### config.mk
export PLATFORM = sky130hd
export DESIGN_NAME = regmux_n
export DESIGN_NICKNAME = d
export VERILOG_FILES = /design/src/rtl/regmux_n.sv
export SDC_FILE = /design/constraint.sdc
export NUM_CORES = 1
export LEC_CHECK = 0
export ABC_AREA = 1
export BUFFER_PORTS_ARGS = -buffer_cell sky130_fd_sc_hd__buf_2
export CORE_ASPECT_RATIO = 0.6
export CORE_MARGIN = 2
export CORE_UTILIZATION = 52
export DETAILED_ROUTE_END_ITERATION = 12
export GPL_TIMING_DRIVEN = 0
export PLACE_DENSITY_LB_ADDON = 0.12
export SYNTH_ARGS = -nofsm -noshare
export SYNTH_HDL_FRONTEND = slang
export SYNTH_SLANG_ARGS = --single-unit
### constraint.sdc
create_clock -name clk -period 2.4 [get_ports clk]
set_clock_uncertainty 0.05 [all_clocks]
set_input_delay 0.36 -clock clk [delete_from_list [all_inputs] [get_ports clk]]
set_output_delay 0.36 -clock clk [all_outputs]
set_load 0.03 [all_outputs]
### src/rtl/regmux_n.sv
// NCH:1 channel mux feeding a 2-entry skid FIFO; each word carries its source channel as a tag.
// Optional build macro REGMUX_SELCHK_EN: block out-of-range selects and raise a sticky sel_err.
module regmux_n #(
    parameter int WIDTH = 32,
    parameter int NCH   = 2,
    parameter int SELW  = 1
) (
    input  logic                 clk,
    input  logic                 rst,
    input  logic [NCH*WIDTH-1:0] in_data,
    input  logic [NCH-1:0]       in_valid,
    input  logic [SELW-1:0]      in_sel,
    output logic [NCH-1:0]       in_ready,
    output logic [WIDTH-1:0]     out_data,
    output logic [SELW-1:0]      out_tag,
    output logic                 out_valid,
    input  logic                 out_ready
`ifdef REGMUX_SELCHK_EN
   ,output logic                 sel_err
`endif
);

    typedef enum logic [1:0] {EMPTY, ONE, FULL} state_t;

    state_t                      state, state_nxt;
    logic                        rdy_ok;
    logic                        push, pop;
    logic                        ld_head, ld_skid, shift;
    logic                        sel_oor;
    logic [NCH-1:0]              sel_hit;
    logic [NCH-1:0]              lane_push;
    logic [NCH-1:0][WIDTH-1:0]   lane_masked;
    logic [WIDTH-1:0]            mux_data;
    logic [WIDTH-1:0]            head_data, skid_data;
    logic [SELW-1:0]             head_tag, skid_tag;

    assign sel_oor = 32'(in_sel) >= NCH;

    // Per-channel decode: a channel only sees ready when it is the selected one.
    for (genvar k = 0; k < NCH; k++) begin : g_lane
        assign sel_hit[k]     = (in_sel == SELW'(k));
        assign lane_masked[k] = in_data[k*WIDTH +: WIDTH] & {WIDTH{sel_hit[k]}};
        assign in_ready[k]    = sel_hit[k] & rdy_ok;
        assign lane_push[k]   = in_valid[k] & in_ready[k];
    end

    always_comb begin
        mux_data = '0;
        for (int k = 0; k < NCH; k++)
            mux_data |= lane_masked[k];
    end

    // An out-of-range select matches no lane, so mux_data is 0 in that case.
    always_comb begin
        push = |lane_push;
`ifndef REGMUX_SELCHK_EN
        if (sel_oor)
            push = (|in_valid) & rdy_ok;
`endif
    end

    assign pop = out_valid & out_ready;

    always_ff @(posedge clk) begin
        if (rst)
            state <= EMPTY;
        else
            state <= state_nxt;
    end

    always_comb begin
        state_nxt = state;
        case (state)
            EMPTY:   if (push) state_nxt = ONE;
            ONE: begin
                if (push && !pop)      state_nxt = FULL;
                else if (!push && pop) state_nxt = EMPTY;
            end
            FULL:    if (pop) state_nxt = ONE;
            default: state_nxt = EMPTY;
        endcase
    end

    // Ready and valid come only from state, so ready never sees out_ready combinationally.
    always_comb begin
        out_valid = (state == ONE) || (state == FULL);
        rdy_ok    = (state != FULL);
        ld_head   = push && ((state == EMPTY) || (state == ONE && pop));
        ld_skid   = push && (state == ONE) && !pop;
        shift     = pop && (state == FULL);
    end

    always_ff @(posedge clk) begin
        if (rst) begin
            head_data <= '0;
            head_tag  <= '0;
            skid_data <= '0;
            skid_tag  <= '0;
        end else begin
            if (ld_head) begin
                head_data <= mux_data;
                head_tag  <= in_sel;
            end else if (shift) begin
                head_data <= skid_data;
                head_tag  <= skid_tag;
            end
            if (ld_skid) begin
                skid_data <= mux_data;
                skid_tag  <= in_sel;
            end
        end
    end

    assign out_data = head_data;
    assign out_tag  = head_tag;

`ifdef REGMUX_SELCHK_EN
    always_ff @(posedge clk) begin
        if (rst)
            sel_err <= 1'b0;
        else if (sel_oor)
            sel_err <= 1'b1;
    end
`endif

endmodule

==> impl_metrics.tcl <==
set metrics [dict create \
    status "complete, no violations" \
    ys_ff_latch 68 \
    cp.arrival_ps 2300 \
    num_antenna_cells 0 \
    busiest_layer "met2" \
    critPathLaunchType "flip-flop" \
    syn_inst 538 \
    pwr_density_cell_nw_per_um2 1010 \
    path_class "flip-flop to flip-flop" \
    hold_path_class "input port to flip-flop" \
    ios 106 \
    syn_area_um2 3540 \
    globalRouteMet3Util_pct 5.76 \
    rsz0062_at_grt "no" \
    ys_top_cells_by_area "dfxtp_1 (38%), nand2_1 (18%), nand3_1 (10%)" \
    cts-buffers-inserted 9 \
    drt_iter0_markers 210 \
    path_clk_slew_ps 60 \
    required_ps 2550 \
    grtUsageMet1_pct 37.4 \
    clk_latency_ps 330 \
    vdd_ir_drop_max_uv 587 \
    layout_commonest_cell "nand2_1" \
    finalWirelength_um 10200 \
    dieWidth_um 111 \
    clockBufferDepth 2 \
    fin_nets 728 \
    grt_usage_pct 27.2 \
    grt_pass1_wl_um 16200 \
    synth_top_area_share_pct 38.4 \
    reg2reg_slack_ps 250 \
    gp_congestion 0.891 \
    setup-violations-final 0 \
    cp_max_fo 10 \
    ant_nets 0 \
    tightest_slew_ps 596 \
    initial_utilization_pct 53.3 \
    yosysSeqAreaShare_pct 38.4 \
    final_cell_mix "nand2_1 (174), buf_2 (115), nand3_1 (72)" \
    syn_avg_cell_area_um2 6.59 \
    viasPerCell 5.16 \
    fin_setup_tns_ps 0 \
    hpwl_um 7260 \
    maxSlewHeadroom_pct 60.3 \
    whs_ps 383 \
    synth_top_area_cell "dfxtp_1" \
    fmaxAchievable_ghz 0.465 \
    cts_root_buffer "clkbuf_16" \
    core_um2 6650 \
    drv_cap 0 \
    wl_per_cell_um 13.7 \
    drive_gt1_share_pct 21.5 \
    dieArea_um2 7520 \
    fin_util_pct 67.9 \
    cts_tree "done" \
    cts_num_sinks 68 \
    vias 3841 \
    grt_max_degree 13 \
    fp-row-count 23 \
    final.min_clock_period_ps 2150 \
    die_h_um 68.0 \
    port_buffers 104 \
    drc_errors 0 \
    grt_pass1_vias 3451 \
    antenna_found_initial 0 \
    hold_buffers 0 \
    syn_nets 614 \
    met2_usage_pct 44.2 \
    post-cts-setup-buffers 0 \
    hold_violations 0 \
    slew_viol_final 0 \
    overflow 0 \
    drt_first_pass_iters 4 \
    yosys.cell_types.count 19 \
    syn_to_final_growth_pct 27.3 \
    synth_warnings 0 \
    end_kind "flip-flop" \
    htreeDepth 3 \
    finalCritPeriodShare_pct 89.5 \
    power.leakage_nw 2.24 \
]
[worst paths after layout]
| path | start | to | cells after the start |
|---|---|---|---|
| worst max-delay path | state[1] | out_data[24] | 8 |
| worst max register to register | state[1] | out_data[24] | 8 |
| worst min register to register | skid_tag | skid_tag | 2 |
| worst min-delay path | in_data[28] | skid_data[28] | 4 |
[worst max-delay path, cell delays in order, from the launching register on]
cell and delay, ps:
dfxtp_1 400, inv_1 80, ha_1 330, nand3_1 80, nand2_1 250, clkbuf_1 430, nand3_1 130, nand2_1 180
a21oi_1 80
[final cells by class]
type	instances	area [µm²]
fill	608	2140
tap	87	109
multi-input combinational	391	1830
clock buffer	10	229
sequential	68	1360
buffer	39	198
inverter	39	146
timing repair buffer	104	520
clock inverter	6	113
[timing repair]
item | 4_1_cts | 5_1_grt
resized for setup | 0 | 0
hold endpoints to repair | 0 | 0
endpoints found under the setup margin | 0 | 1
[registers in the layout, summed over array words and instances (netlist names)]
| name | flops |
|---|---|
| out_data | 32 |
| out_tag | 1 |
| skid_data | 32 |
| skid_tag | 1 |
| state | 2 |
[synthesized netlist by cell type (all sizes together)]
cell    number
nand2      176
nand3       72
dfxtp       68
o21ai       64
inv         39
a21oi       36
and2        33
buf         20
clkbuf      20
ha           6
nor2         3
o21a         1
[routing by layer]
layer | wire length (µm) | vias to the layer above
li1 | - | 1954
met1 | 4850 | 1732
met2 | 4470 | 147
met3 | 775 | 8
met4 | 82 | 0
met5 | 0 | -
[logic make-up (layout without fill, tap and decap cells)]
| family | count (synthesis) | after routing | share of synthesized area, % |
|---|---|---|---|
| AO/OA/AOI/OAI | 101 | 101 | 14.3 |
| adder cells (fa/ha/maj) | 6 | 6 | 2.12 |
| buffers and inverters | 79 | 198 | 9.85 |
| flip-flops | 68 | 68 | 38.4 |
| AND/OR/NAND/NOR | 284 | 284 | 35.3 |
[stage by stage]
| step | worst slack (ps) | cell area, µm² | std cells | power [mW] |
|---|---|---|---|---|
| after CTS | 149 | 4520 | 745 | 4.55 |
| after detailed placement | 150 | 4170 | 729 | 3.02 |
| after global placement | 244 | 4170 | 729 | 2.99 |
| final | 252 | 4510 | 744 | 4.55 |
| after floorplan | 234 | 3540 | 538 | 2.57 |
| after global routing | 80.8 | 4510 | 744 | 4.79 |
[power breakdown]
group          internal [mW]  leakage, nW  switching (mW)
logic                  0.519         1.51            1.06
registers               1.34        0.557           0.107
clock network           1.02        0.167           0.503
total                   2.87         2.24            1.67
Power figures use the tool's default switching activity.
